File: src/rtl/instr_encoder_loader.sv
// Sequential MIPS instruction encoder: packs mnemonic plus fields into a 32-bit word
// and writes it to instruction memory at successive word addresses.
module instr_encoder_loader #(
   parameter int ADDR_W    = 8,
   parameter int DEPTH     = 64,
   parameter int BASE_ADDR = 0
) (
   input  logic              clk,
   input  logic              rst_n,
   input  logic              start,
   input  logic              in_valid,
   output logic              in_ready,
   input  logic [3:0]        mnem,
   input  logic [4:0]        rs,
   input  logic [4:0]        rt,
   input  logic [4:0]        rd,
   input  logic [4:0]        shamt,
   input  logic [5:0]        funct,
   input  logic [15:0]       imm,
   output logic              mem_we,
   output logic [ADDR_W-1:0] mem_addr,
   output logic [31:0]       mem_wdata,
   output logic [ADDR_W-2:0] count,
   output logic              full,
   output logic              err,
   output logic [1:0]        dbg_state
);

   // Handshake: a transfer happens on a rising edge where in_valid && in_ready;
   // fields must be held stable by the producer until that edge.

   localparam logic [ADDR_W-1:0] BASE    = BASE_ADDR[ADDR_W-1:0];
   localparam logic [ADDR_W-2:0] DEPTH_C = DEPTH[ADDR_W-2:0];

   typedef enum logic [1:0] {
      S_IDLE  = 2'd0,
      S_ENC   = 2'd1,
      S_WRITE = 2'd2,
      S_FULL  = 2'd3
   } state_t;

   state_t state, next_state;

   logic [3:0]        cap_mnem;
   logic [4:0]        cap_rs, cap_rt, cap_rd, cap_shamt;
   logic [5:0]        cap_funct;
   logic [15:0]       cap_imm;
   logic [5:0]        opcode;
   logic              legal;
   logic [31:0]       word;
   logic [ADDR_W-2:0] count_inc;

   always_comb begin
      opcode = 6'b000000;
      legal  = 1'b1;
      case (cap_mnem)
         4'd0:    opcode = 6'b000000;
         4'd1:    opcode = 6'b100011;
         4'd2:    opcode = 6'b101011;
         4'd3:    opcode = 6'b000100;
         4'd4:    opcode = 6'b001000;
         4'd5:    opcode = 6'b001100;
         4'd6:    opcode = 6'b001101;
         4'd7:    opcode = 6'b001010;
         default: legal  = 1'b0;
      endcase
   end

   always_comb begin
      if (cap_mnem == 4'd0)
         word = {6'b000000, cap_rs, cap_rt, cap_rd, cap_shamt, cap_funct};
      else
         word = {opcode, cap_rs, cap_rt, cap_imm};
   end

   assign count_inc = count + 1'b1;

   always_ff @(posedge clk or negedge rst_n) begin
      if (!rst_n) state <= S_IDLE;
      else        state <= next_state;
   end

   always_comb begin
      next_state = state;
      in_ready   = 1'b0;
      mem_we     = 1'b0;
      case (state)
         S_IDLE: begin
            in_ready = 1'b1;
            if (in_valid) next_state = S_ENC;
         end
         S_ENC:   next_state = legal ? S_WRITE : S_IDLE;
         S_WRITE: begin
            mem_we     = 1'b1;
            next_state = (count_inc == DEPTH_C) ? S_FULL : S_IDLE;
         end
         S_FULL:  next_state = S_FULL;
         default: next_state = S_IDLE;
      endcase
      // start aborts any in-flight encode or write
      if (start) next_state = S_IDLE;
   end

   assign dbg_state = state;

   always_ff @(posedge clk or negedge rst_n) begin
      if (!rst_n) begin
         mem_addr  <= BASE;
         mem_wdata <= 32'd0;
         count     <= '0;
         full      <= 1'b0;
         err       <= 1'b0;
         cap_mnem  <= 4'd0;
         cap_rs    <= 5'd0;
         cap_rt    <= 5'd0;
         cap_rd    <= 5'd0;
         cap_shamt <= 5'd0;
         cap_funct <= 6'd0;
         cap_imm   <= 16'd0;
      end else if (start) begin
         mem_addr <= BASE;
         count    <= '0;
         full     <= 1'b0;
         err      <= 1'b0;
      end else begin
         case (state)
            S_IDLE: begin
               if (in_valid) begin
                  cap_mnem  <= mnem;
                  cap_rs    <= rs;
                  cap_rt    <= rt;
                  cap_rd    <= rd;
                  cap_shamt <= shamt;
                  cap_funct <= funct;
                  cap_imm   <= imm;
               end
            end
            S_ENC: begin
               if (legal) mem_wdata <= word;
               else       err       <= 1'b1;
            end
            S_WRITE: begin
               count    <= count_inc;
               mem_addr <= mem_addr + ADDR_W'(4);
               if (count_inc == DEPTH_C) full <= 1'b1;
            end
            default: ;
         endcase
      end
   end

endmodule

File: config.mk
export PLATFORM = sky130hd
export DESIGN_NAME = instr_encoder_loader
export DESIGN_NICKNAME = d
export VERILOG_FILES = /design/src/rtl/instr_encoder_loader.sv
export SDC_FILE = /design/constraint.sdc
export NUM_CORES = 1
export LEC_CHECK = 0
export ABC_AREA = 1
export CAP_MARGIN = 10
export CORE_MARGIN = 2
export CORE_UTILIZATION = 25
export CTS_CLUSTER_SIZE = 14
export DETAILED_ROUTE_END_ITERATION = 10
export MAX_ROUTING_LAYER = met4
export PLACE_DENSITY = 0.51
export SETUP_SLACK_MARGIN = 0.4
export SLEW_MARGIN = 20
export SYNTH_ARGS = -nofsm -noshare
export SYNTH_HDL_FRONTEND = slang
export SYNTH_SLANG_ARGS = --single-unit
File: constraint.sdc
create_clock -name clk -period 1.5 [get_ports clk]
set_input_delay 0.15 -clock clk [delete_from_list [all_inputs] [get_ports clk]]
set_output_delay 0.15 -clock clk [all_outputs]
set_load 0.05 [all_outputs]
==> flow_summary.toml, run 1 <==
[layout]
layout_commonest_cell = "dfrtp_1"
regArea_sq_mm = 0.002364
final_cell_mix = "dfrtp_1, buf_6, nand2_1"
syn_to_final_growth_pct = 65.77
fin_nets = 582
multiInputGateArea_sq_mm = 0.001753
diodes = 0
fillerInstances = 1514
drive_above_1_share = 0.4270

[clock_tree]
cts_made_buffers = 9
cts_tree = "yes"
clk_transition_reported_paths_ns = 0.07
clock_latency_ns = 0.35
h-tree-depth = 3
cts_root_buffer = "clkbuf_16"
cts.sinks = 94
clockBufferDepth = 2

[sta]
fmax_mhz = 691.8
clock_skew_ns = 0.005253
timing.final.crit_share = 0.9637
hold_viol = 0
rsz0062_at_grt = "yes"
hold_ws_ns = 0.3873
relSlewSlack = 0.6493
layout_min_cycle_time_ns = 1.445
slew_violations = 0
setup_viol = 0
tightest_slew_ns = 0.5260

[synth]
ys_seq_area_frac = 0.5936
synthSimpleGateAreaFrac = 0.1326
ys_ff_latch = 94
synth_cells = 382
synth_warnings = 0
avgSynthCellArea_sq_um = 10.37
ys_types = 30
synth_top_family_by_area = "simple AND/OR/NAND/NOR gates"
syn_area_sq_mm = 0.003963
synthXorXnorAreaFrac = 0.002210
synthAdderAreaFrac = 0.009473
muxShareOfSynthArea = 0.1165
synth-compound-area-share = 0.08746

[pwr]
leakage_uw = 0.003022
p_total_uw = 9668
ir_drop_v = 0.0009964
pwr_density_cell_mw_per_mm2 = 1472

[routing]
first_pass_iters = 4
drt_iter0_drc = 137
drtAntennaViolNets = 0
wl_per_cell_um = 15.08
vias_per_cell = 4.304
num_vias = 3228
drcViolationCount = 0
drt_wl_total_mm = 11.31

[placement]
gp_congestion = 0.8035
portBuffers = 99
dp_hpwl_mm = 6.803

[setup_path]
critPathCaptureType = "flop"
critPathKind = "flop to flop"
critPathLaunchType = "flop"
cp_max_fo = 12
cp.required_ns = 1.73
critPathArrivalTime_ns = 1.67

[grt]
grt_max_degree = 95
grtUsageTotal = 0.1327
grt_pass1_vias = 3299
overflow = 0
grt_pass1_wl_mm = 16.48
antenna_found_initial = 0

[die]
pin_count = 103
start_util = 0.2522
fp.dieH_um = 129.9
coreArea_sq_mm = 0.01571
num_rows = 46
die_w_um = 129.9
die_area_sq_mm = 0.01687

[job]
drv_cap = 0

[min_path]
hold_path.class = "primary input to asynchronous set/reset pin"

[run_status]
status = "complete, no violations"
[registers in the layout, indices dropped and copies added (netlist names)]
signal,cells
cap_mnem,4
cap_imm,16
cap_rs,5
dbg_state,2
full,1
count,7
cap_shamt,5
cap_funct,6
mem_addr,6
cap_rd,5
err,1
cap_rt,5
mem_wdata,31
[area by class of cell]
cell class | instances | area share
inverters | 32 | 0.02057
well taps | 216 | 0.04114
repair buffers | 149 | 0.2632
multi-input cells | 243 | 0.2669
flip-flops and latches | 94 | 0.3598
clock buffers | 11 | 0.03848
clock inverters | 5 | 0.009905
[worst max-delay path: stages, from the launching register on]
cell,delay (ns)
dfrtp_2,0.42
buf_6,0.13
nor2_4,0.12
nand3_4,0.15
buf_12,0.20
mux2_4,0.31
[kinds of logic after synthesis]
logic type	Yosys count
and+or+nand+nor	130
DFF	94
AOI/OAI and AO/OA	65
buffers and inverters	47
muxes	41
adders and majority gates	3
other	1
xor gates and xnor gates	1
[metrics by stage]
step           area, sq um  instances  utilization  setup WS (ns)  setup TNS (ns)
2_1_floorplan         4040        384            -       -0.09469          -3.727
3_3_place_gp          5269        700       0.3353        -0.1083          -5.028
3_5_place_dp          5269        700       0.3353        -0.1222          -5.286
4_1_cts               5916        731       0.3765        0.06911               0
5_1_grt               6569        750       0.4181       -0.02646        -0.05011
6_report              6569        750       0.4181        0.05451               0
[cells in the mapped netlist]
cell type | n | area share
a22o_1 | 2 | 0.0044
ha_1 | 3 | 0.0095
nand2_2 | 2 | 0.0032
buf_2 | 6 | 0.0076
nor2_1 | 42 | 0.040
nor3_4 | 1 | 0.0041
inv_2 | 2 | 0.0019
mux2_2 | 41 | 0.12
nor2_2 | 1 | 0.0016
clkbuf_2 | 1 | 0.0013
xor2_1 | 1 | 0.0022
o221ai_1 | 1 | 0.0022
a21o_1 | 1 | 0.0019
o22ai_1 | 2 | 0.0032
o21bai_1 | 1 | 0.0019
inv_1 | 30 | 0.028
a21oi_1 | 13 | 0.016
clkbuf_1 | 1 | 0.00095
buf_4 | 3 | 0.0057
nor4_1 | 1 | 0.0016
conb_1 | 1 | 0.00095
nor3_1 | 1 | 0.0013
nand3_2 | 1 | 0.0025
nand3_1 | 6 | 0.0076
dfrtp_1 | 94 | 0.59
o21ai_1 | 10 | 0.013
nand2_1 | 75 | 0.071
buf_6 | 4 | 0.011
o21a_1 | 1 | 0.0019
o21ai_0 | 34 | 0.043
[timing repair]
action,CTS,global route
buffers inserted,13,14
pin swaps,11,22
gates resized for setup,55,145
endpoints found under the setup margin,126,136
endpoints found under the hold margin,94,0
cloned,1,5
hold buffers,1,0
[path summary, 6_finish.rpt]
check,from,to,slack (ns),depth (start not counted)
max in group asynchronous,rst_n,count[2],0.68,3
max,dbg_state[1],cap_funct[5],0.05,5
min in group clk,rs[1],cap_rs[1],0.39,3
max reg2reg,dbg_state[1],cap_funct[5],0.05,5
min reg2reg,cap_rt[1],mem_wdata[17],0.49,2
min,rst_n,cap_funct[4],0.39,3
[routing by layer]
layer	up-vias	GRT usage	routed length [um]
li1	1543	-	-
met1	1582	0.1660	5179
met2	92	0.2097	5432
met3	11	0.04387	561
met4	0	0.03036	136
met5	-	-	0
[power breakdown]
part           switching (uW)  total [uW]  internal (uW)
combinational            2100        3560           1470
clock                    1030        2430           1400
sequential                514        3670           3160
total                    3640        9670           6030
(Power assumes the default switching activity.)
==> inputs of run 2 (changes only) <==
--- a/config.mk
+++ b/config.mk
@@ -8,11 +8,11 @@
 export ABC_AREA = 1
 export CAP_MARGIN = 10
 export CORE_MARGIN = 2
-export CORE_UTILIZATION = 25
+export CORE_UTILIZATION = 45
 export CTS_CLUSTER_SIZE = 14
 export DETAILED_ROUTE_END_ITERATION = 10
 export MAX_ROUTING_LAYER = met4
-export PLACE_DENSITY = 0.51
+export PLACE_DENSITY = 0.79
 export SETUP_SLACK_MARGIN = 0.4
 export SLEW_MARGIN = 20
 export SYNTH_ARGS = -nofsm -noshare
==> run 2 against run 1 <==
Effect of this change:
- maximum frequency hardly changed
- non-clock buffer count is 3 higher
- clock skew grew 0.0047 ns
- critical path type unchanged
- highest routed layer unchanged
- largest cell class unchanged
==> flow_summary.toml, run 2 (synthesized netlist as in run 1, its figures left out) <==
[routing]
first_pass_iters = 4
drt_iter0_drc = 118
num_vias = 3239
drcViolationCount = 0
wl_per_cell_um = 15.27
drtAntennaViolNets = 0
drt_wl_total_mm = 9.852
vias_per_cell = 5.022

[min_path]
hold_path.class = "primary input to asynchronous set/reset pin"

[sta]
timing.final.crit_share = 0.9645
layout_min_cycle_time_ns = 1.447
final.setup.worst_slack_ns = 0.05332
slew_violations = 0
hold_viol = 0
clock_skew_ns = 0.009989
rsz0062_at_grt = "yes"
setup_viol = 0
fin_tns_setup_ns = 0
fmax_mhz = 691.2

[grt]
grtUsageTotal = 0.2103
overflow = 0
antenna_found_initial = 0
grt_pass1_wl_mm = 15.56
grt_pass1_vias = 3269
grt_max_degree = 43

[clock_tree]
clockBufferDepth = 2
cts_tree = "yes"
cts_made_buffers = 9
clk_transition_reported_paths_ns = 0.10
h-tree-depth = 3
cts.sinks = 94
cts_root_buffer = "clkbuf_8"
clock_latency_ns = 0.35

[layout]
syn_to_final_growth_pct = 51.28
regArea_sq_mm = 0.002364
drive_above_1_share = 0.3873
layout_commonest_cell = "dfrtp_1"
fin_nets = 585
final_cell_mix = "dfrtp_1, nand2_1, buf_6"
diodes = 0
largest_reg_flops = 31
multiInputGateArea_sq_mm = 0.001556
regMostFlops = "mem_wdata"
fillerInstances = 620
largest_registers = "mem_wdata: 31 flops, cap_imm: 16 flops, count: 7 flops"

[placement]
portBuffers = 99
dp_hpwl_mm = 6.569
place_worst_setup_slack_ns = -0.1359
gp_congestion = 0.8168

[setup_path]
critPathKind = "flop to flop"
critPathCaptureType = "flop"
critPathArrivalTime_ns = 1.69
critPathLaunchType = "flop"
reg2reg_to = "cap_imm[3]"
r2r_cells = 5
cp_max_fo = 14
reg2reg_slack_ns = 0.05
r2r-start = "dbg_state[1]"
cp.required_ns = 1.74

[die]
num_rows = 34
fp.dieH_um = 97.84
pin_count = 103
coreArea_sq_mm = 0.008636
start_util = 0.4589
die_w_um = 97.84
die_area_sq_mm = 0.009573

[pwr]
ir_drop_v = 0.0009667
pwr_density_cell_mw_per_mm2 = 1452
leakage_uw = 0.002772

[job]
drv_cap = 0

[run_status]
status = "complete, no violations"
[run 2: cell count changes in the layout (fill, tap and decap cells not counted), sizes merged]
cell / change
buf: +4
dlygate4sd2: +1
clkbuf: -3
clkdlybuf4s50: -1
inv: -2
clkinvlp: +5
bufinv: -1
[run 2: per-stage QoR]
stage               instance area (sq um)  power, uW  utilization  cells  hold WS (ns)
floorplan                            4040       5529            -    384       -0.1456
global placement                     5134       6561       0.5945    592       0.09445
detailed placement                   5134       6657       0.5945    592       0.09458
CTS                                  5722       8550       0.6626    626        0.2379
global route                         5995       9116       0.6941    645        0.2804
finish                               5995       8702       0.6941    645        0.2551
[run 2: worst max path at each step]
stage                 start      endpoint  slack, ns  cells past startpoint
2_1_floorplan  dbg_state[0]  cap_funct[0]      -0.09                      4
3_3_place_gp          start  cap_funct[3]      -0.11                      5
3_5_place_dp          start   cap_imm[10]      -0.14                      5
4_1_cts        dbg_state[1]   cap_imm[10]       0.04                      5
5_1_grt            count[1]  dbg_state[0]      -0.02                     11
6_report       dbg_state[1]    cap_imm[3]       0.05                      5
[run 2: timing repair]
action | CTS | global route
hold buffers | 1 | 0
hold endpoints to repair | 25 | 0
cloned | 1 | 2
resized for setup | 83 | 31
pin swaps | 11 | 14
endpoints found under the setup margin | 141 | 137
setup buffers | 16 | 17
[run 2: layer usage]
layer | up-vias | global-route usage | wire, um
li1 | 1536 | - | -
met1 | 1583 | 0.2638 | 4043
met2 | 113 | 0.3462 | 5113
met3 | 7 | 0.05440 | 617
met4 | 0 | 0.04701 | 77
met5 | - | - | 0
[run 2: worst max-delay path: stages, from the launching register on]
cell,delay [ns]
dfrtp_2,0.43
buf_6,0.12
nor2_4,0.11
nand3_4,0.16
clkbuf_16,0.23
mux2_2,0.28
[run 2: layout make-up]
type	instances	share of cell area
flip-flops and latches	94	0.3943
clock buffers	9	0.02066
repair buffers	152	0.2743
multi-input cells	243	0.2597
clock inverters	7	0.008558
well taps	108	0.02254
inverters	32	0.02004
[run 2: report_power, final]
part	switching [uW]	internal, uW	total [uW]	leakage [uW]
clock network	903	601	1500	0.0000735
registers	459	3160	3620	0.00115
logic	2100	1480	3580	0.00155
total	3460	5240	8700	0.00277
